==> src/rtl/raycast_pkg.sv <==
// raycast_pkg: shared column record type, beat packing helpers and encoder constants
// Contents: column_t record layout, COL_W, NUM_COLS_DEFAULT, encoder FSM states,
//           pack_hi()/pack_lo() beat builders.
package raycast_pkg;
    localparam int COL_W = 29;
    localparam int NUM_COLS_DEFAULT = 640;
    typedef struct packed {
        logic       sf_sel;
        logic [8:0] top;
        logic       dir;
        logic [2:0] tex;
        logic [8:0] h_sf;
        logic [5:0] off;
    } column_t;
    typedef enum logic [2:0] {IDLE, BEAT0, GAP0, BEAT1, GAP1} enc_state_t;
    function automatic logic [15:0] pack_hi(input column_t c);
        return {2'b00, c.sf_sel, c.top, c.dir, c.tex};
    endfunction
    function automatic logic [15:0] pack_lo(input column_t c);
        return {1'b0, c.h_sf, c.off};
    endfunction
endpackage

==> src/rtl/col_fifo.sv <==
// col_fifo: synchronous FIFO for column records
// Ports: clk, reset (sync, active-high); push/wr_data write side (ignored when full);
//        pop/rd_data read side (rd_data shows the head entry, ignored when empty);
//        full, empty, count derived from a registered occupancy count.
module col_fifo #(
    parameter int WIDTH = 29,
    parameter int DEPTH = 8
) (
    input  logic                     clk,
    input  logic                     reset,
    input  logic                     push,
    input  logic [WIDTH-1:0]         wr_data,
    input  logic                     pop,
    output logic [WIDTH-1:0]         rd_data,
    output logic                     full,
    output logic                     empty,
    output logic [$clog2(DEPTH):0]   count
);
    localparam int AW = $clog2(DEPTH);
    logic [WIDTH-1:0] mem [DEPTH];
    logic [AW-1:0] wr_ptr, rd_ptr;
    logic do_push, do_pop;
    assign full    = count == (AW+1)'(DEPTH);
    assign empty   = count == '0;
    assign do_push = push && !full;
    assign do_pop  = pop && !empty;
    assign rd_data = mem[rd_ptr];
    always_ff @(posedge clk) begin
        if (do_push) mem[wr_ptr] <= wr_data;
        if (reset) begin
            wr_ptr <= '0;
            rd_ptr <= '0;
            count  <= '0;
        end else begin
            if (do_push) wr_ptr <= wr_ptr + 1'b1;
            if (do_pop) rd_ptr <= rd_ptr + 1'b1;
            if (do_push && !do_pop) count <= count + 1'b1;
            else if (!do_push && do_pop) count <= count - 1'b1;
        end
    end
endmodule

==> src/rtl/column_encoder.sv <==
// column_encoder: buffers column records and serialises each into two Avalon-MM write beats
// Ports: clk, reset (sync, active-high);
//        in_valid/in_ready/in_col_data  record input (in_ready = FIFO not full);
//        avm_chipselect/avm_write/avm_writedata/avm_waitrequest  Avalon-MM master;
//        col_count  index of next column to send; frame_done  pulse after last column;
//        busy  FSM active or records buffered.
module column_encoder
    import raycast_pkg::*;
#(
    parameter int NUM_COLS   = NUM_COLS_DEFAULT,
    parameter int FIFO_DEPTH = 8,
    parameter int GAP_CYCLES = 0
) (
    input  logic             clk,
    input  logic             reset,
    input  logic             in_valid,
    output logic             in_ready,
    input  logic [COL_W-1:0] in_col_data,
    output logic             avm_chipselect,
    output logic             avm_write,
    output logic [15:0]      avm_writedata,
    input  logic             avm_waitrequest,
    output logic [9:0]       col_count,
    output logic             frame_done,
    output logic             busy
);
    localparam bit HAS_GAP = GAP_CYCLES > 0;
    localparam logic [3:0] GAP_LAST = HAS_GAP ? 4'(GAP_CYCLES - 1) : 4'd0;
    enc_state_t state;
    column_t hold;
    logic [3:0] gap_cnt;
    logic [COL_W-1:0] fifo_rd;
    logic fifo_full, fifo_empty, fifo_pop, accept, last_col;
    logic [$clog2(FIFO_DEPTH):0] fifo_count;

    col_fifo #(.WIDTH(COL_W), .DEPTH(FIFO_DEPTH)) u_fifo (
        .clk     (clk),
        .reset   (reset),
        .push    (in_valid),
        .wr_data (in_col_data),
        .pop     (fifo_pop),
        .rd_data (fifo_rd),
        .full    (fifo_full),
        .empty   (fifo_empty),
        .count   (fifo_count)
    );

    assign in_ready       = !fifo_full;
    assign accept         = !avm_waitrequest;
    assign last_col       = col_count == 10'(NUM_COLS - 1);
    assign avm_write      = state == BEAT0 || state == BEAT1;
    assign avm_chipselect = avm_write;
    assign avm_writedata  = state == BEAT0 ? pack_hi(hold) : state == BEAT1 ? pack_lo(hold) : 16'h0000;
    assign busy           = state != IDLE || fifo_count != '0;
    // A new pair may start from IDLE, or straight out of the final cycle of a pair
    // (BEAT1 accept without gaps, or the last GAP1 cycle) so pairs run back-to-back.
    assign fifo_pop = !fifo_empty && (state == IDLE ||
                      (state == BEAT1 && accept && !HAS_GAP) ||
                      (state == GAP1 && gap_cnt == 4'd0));

    always_ff @(posedge clk) begin
        if (reset) begin
            state      <= IDLE;
            hold       <= '0;
            gap_cnt    <= '0;
            col_count  <= '0;
            frame_done <= 1'b0;
        end else begin
            frame_done <= 1'b0;
            if (fifo_pop) hold <= fifo_rd;
            case (state)
                IDLE: if (fifo_pop) state <= BEAT0;
                BEAT0: if (accept) begin
                    state   <= HAS_GAP ? GAP0 : BEAT1;
                    gap_cnt <= GAP_LAST;
                end
                GAP0: if (gap_cnt == 4'd0) state <= BEAT1;
                      else gap_cnt <= gap_cnt - 1'b1;
                BEAT1: if (accept) begin
                    col_count  <= last_col ? '0 : col_count + 1'b1;
                    frame_done <= last_col;
                    gap_cnt    <= GAP_LAST;
                    state      <= HAS_GAP ? GAP1 : fifo_pop ? BEAT0 : IDLE;
                end
                GAP1: if (gap_cnt == 4'd0) state <= fifo_pop ? BEAT0 : IDLE;
                      else gap_cnt <= gap_cnt - 1'b1;
                default: state <= IDLE;
            endcase
        end
    end
endmodule

==> config.mk <==
export PLATFORM = sky130hd
export DESIGN_NAME = column_encoder
export DESIGN_NICKNAME = d
export VERILOG_FILES = /design/src/rtl/raycast_pkg.sv /design/src/rtl/col_fifo.sv /design/src/rtl/column_encoder.sv
export SDC_FILE = /design/constraint.sdc
export NUM_CORES = 1
export LEC_CHECK = 0
export ABC_AREA = 1
export BUFFER_PORTS_ARGS = -buffer_cell sky130_fd_sc_hd__buf_2
export CORE_MARGIN = 4
export CORE_UTILIZATION = 60
export CTS_CLUSTER_DIAMETER = 80
export DETAILED_ROUTE_END_ITERATION = 10
export GPL_ROUTABILITY_DRIVEN = 0
export GPL_TIMING_DRIVEN = 0
export PLACE_DENSITY = 0.78
export SETUP_SLACK_MARGIN = 0.1
export SYNTH_ARGS = -nofsm -noshare
export SYNTH_HDL_FRONTEND = slang
export SYNTH_SLANG_ARGS = --single-unit
export TNS_END_PERCENT = 20
==> constraint.sdc <==
create_clock -name clk -period 5.1 [get_ports clk]
set_input_delay 0 -clock clk [delete_from_list [all_inputs] [get_ports clk]]
set_output_delay 0 -clock clk [all_outputs]
set_load 0.02 [all_outputs]
==> impl_metrics.env <==
export IMPL_status="completed"
export IMPL_syn_avg_cell_area_um2=9.759
export IMPL_peakVddDrop_uv=358.5
export IMPL_skew_ns=0.009963
export IMPL_syn_to_final_growth_pct=17.84
export IMPL_cp_max_fo=10
export IMPL_async_flop_share_pct=0
export IMPL_row_count=52
export IMPL_grt_pass1_wl_um=49450
export IMPL_yosysUniqueCellTypes=31
export IMPL_yosysSeqAreaShare_pct=65.10
export IMPL_wirelength_um=31500
export IMPL_syn_cell_area_um2=12420
export IMPL_cts_resized=0
export IMPL_clock_sinks=288
export IMPL_fin_ws_ns=2.746
export IMPL_portBuffers=61
export IMPL_cts_max_level=1
export IMPL_start_util_pct=61.20
export IMPL_die_h_um=151.9
export IMPL_num_vias=9459
export IMPL_n_antenna_cell=0
export IMPL_wl_per_cell_um=18.54
export IMPL_maxCapViolCount=0
export IMPL_synth_main_ff_cell="edfxtp_1"
export IMPL_grt_ovfl_total=0
export IMPL_syn_num_nets=1320
export IMPL_placeableCoreArea_um2=20300
export IMPL_drive_gt1_share_pct=12.46
export IMPL_clk_pin_slew_ns=0.06
export IMPL_reg2reg_slack_ns=2.75
export IMPL_slowest_stage="dfxtp_1"
export IMPL_p_per_area_nw_per_um2=531.4
export IMPL_fin_crit_sh_pct=46.15
export IMPL_setup_viol=0
export IMPL_dr_pass1_iters=6
export IMPL_period_needed_ns=2.354
export IMPL_grt_usage_pct=26.96
export IMPL_worst_hold_path_type="in -> reg"
export IMPL_antenna_found_initial=0
export IMPL_first_iter_violations=952
export IMPL_root_buffer="clkbuf_16"
export IMPL_via_per_inst=5.567
export IMPL_hpwlAfterDp_um=20350
export IMPL_cpLargestDelayFamily="buffers and inverters"
export IMPL_io_pins=64
export IMPL_critPathKind="reg -> out"
export IMPL_grt_max_degree=23
export IMPL_cts_setup_buffers=0
export IMPL_critical_path_max_stage_delay_ns=0.39
export IMPL_finalSetupTns_ns=0
export IMPL_place_ws_ns=2.761
export IMPL_worstSetupStartpointType="flip-flop"
export IMPL_grt_pass1_vias=9395
export IMPL_cp_cell_sequence="inv_1, ha_1, buf_2, inv_1, clkbuf_1, nand3_1, nand2_1, buf_2"
export IMPL_placed_area_um2=13340
export IMPL_worst_endpoint_arrival_ns=2.35
export IMPL_yosysTopAreaCell="edfxtp_1"
export IMPL_max_freq_ghz=0.4249
export IMPL_synth_edff_count=232
export IMPL_end_kind="output pin"
export IMPL_final_common_cell="nand2_1"
export IMPL_final_area_um2=14640
export IMPL_clock_latency_ns=0.55
export IMPL_path_buf_inv=5
export IMPL_synth_area_leaders="edfxtp_1 56%, nand2_1 14%, dfxtp_1 9.0%"
export IMPL_cts_buffers=29
export IMPL_cts_tree="done"
export IMPL_ant_nets=0
export IMPL_crit_required_ns=5.10
export IMPL_die_w_um=151.9
export IMPL_slew_violations=0
export IMPL_yosys_warnings=0
export IMPL_hold_ws_ns=0.2533
export IMPL_final_nets=1453
export IMPL_total_power_mw=7.779
export IMPL_drc=0
export IMPL_synth_top_area_share_pct=56.08
export IMPL_clockBufferDepth=3
export IMPL_final_cell_mix="455 x nand2_1, 232 x edfxtp_1, 152 x inv_1, 143 x nand3_1, 91 x buf_2"
export IMPL_slew_headroom_pct=44.54
export IMPL_p_leak_nw=6.328
export IMPL_synth_seq_cells=288
export IMPL_die_area_um2=23070
export IMPL_syn_inst=1273
export IMPL_hold_violations=0
export IMPL_tightest_slew_ns=0.8319
export IMPL_rsz0062_at_grt="false"
## area by class of cell
class / instances / area [um^2]
Buffer: 64 / 357.8
Clock buffer: 34 / 744.5
Clock inverter: 20 / 225.2
Fill cell: 1392 / 5660
Inverter: 155 / 584.3
Multi-Input combinational cell: 766 / 3453
Sequential cell: 288 / 8088
Tap cell: 270 / 337.8
Timing Repair Buffer: 102 / 848.3
## sequential cells by signal (all words and copies together), names as in the netlist
register	cells
state	2
gap_cnt	4
col_count	10
u_fifo.count	4
u_fifo.wr_ptr	3
u_fifo.mem	232
frame_done	1
u_fifo.rd_ptr	3
hold	29
## metrics by stage
stage	utilization (%)	cells
after floorplan	-	1273
after global placement	64.37	1604
after detailed placement	65.71	1612
after CTS	72.12	1699
after global routing	72.12	1699
final	72.12	1699
## worst register-to-register path, cell delays in order (launching register included)
cell and delay [ns]:
dfxtp_1 0.46, nor2_2 0.10, nand3_1 0.09, nand2_1 0.14, inv_1 0.13, nand2_1 0.26, nor2_4 0.61, buf_16 0.25
## synthesized netlist by cell type, types with 2 or more instances
cell,number
nand3_1,143
nor3_1,3
clkbuf_1,14
nor2_2,4
nor2_1,40
o21ai_1,6
o21ai_0,34
buf_1,2
dfxtp_1,56
nand4_1,6
ha_1,13
buf_6,4
nand2_1,455
inv_2,2
xor2_1,7
a21oi_1,45
edfxtp_1,232
nand2_4,2
inv_1,152
buf_2,30
buf_4,13
## timing repair
item / in CTS / in global routing
endpoints found under the setup margin: 0 / 0
endpoints found under the hold margin: 243 / 0
hold buffers: 33 / 0
## cells by family (layout without fill, tap and decap cells)
kind of cell	count (synthesis)	after routing	share of synthesized area (%)
other	1	1	0.03019
and+or+nand+nor	657	657	21.76
adders and majority gates	14	14	1.470
buffers and inverters	219	375	7.584
DFF	288	288	65.10
AOI/OAI and AO/OA	86	86	3.485
xor gates and xnor gates	8	8	0.5640
## power by group
part | internal [mW] | switching, mW
registers | 2.79 | 0.128
logic | 0.835 | 1.87
clock network | 1.29 | 0.870
## worst paths after layout
| kind | start | endpoint | depth (start not counted) |
|---|---|---|---|
| worst max-delay path | state[1] | avm_writedata[9] | 8 |
| worst min-delay path | in_col_data[27] | u_fifo.mem[3][27] | 2 |
| worst max register to register | u_fifo.count[0] | u_fifo.mem[0][27] | 7 |
| worst min register to register | gap_cnt[0] | gap_cnt[0] | 2 |
## metal layers
metal / track usage (%) / part of all wire (%) / vias to the layer above / wire length (um)
li1: - / - / 4402 / -
met2: 45.09 / 47 / 541 / 14930
met4: 11.09 / 4.2 / 0 / 1331
met3: 4.408 / 9.9 / 107 / 3114
met1: 35.42 / 38 / 4409 / 12120
met5: 0 / 0 / - / 0
(Power assumes the default switching activity.)
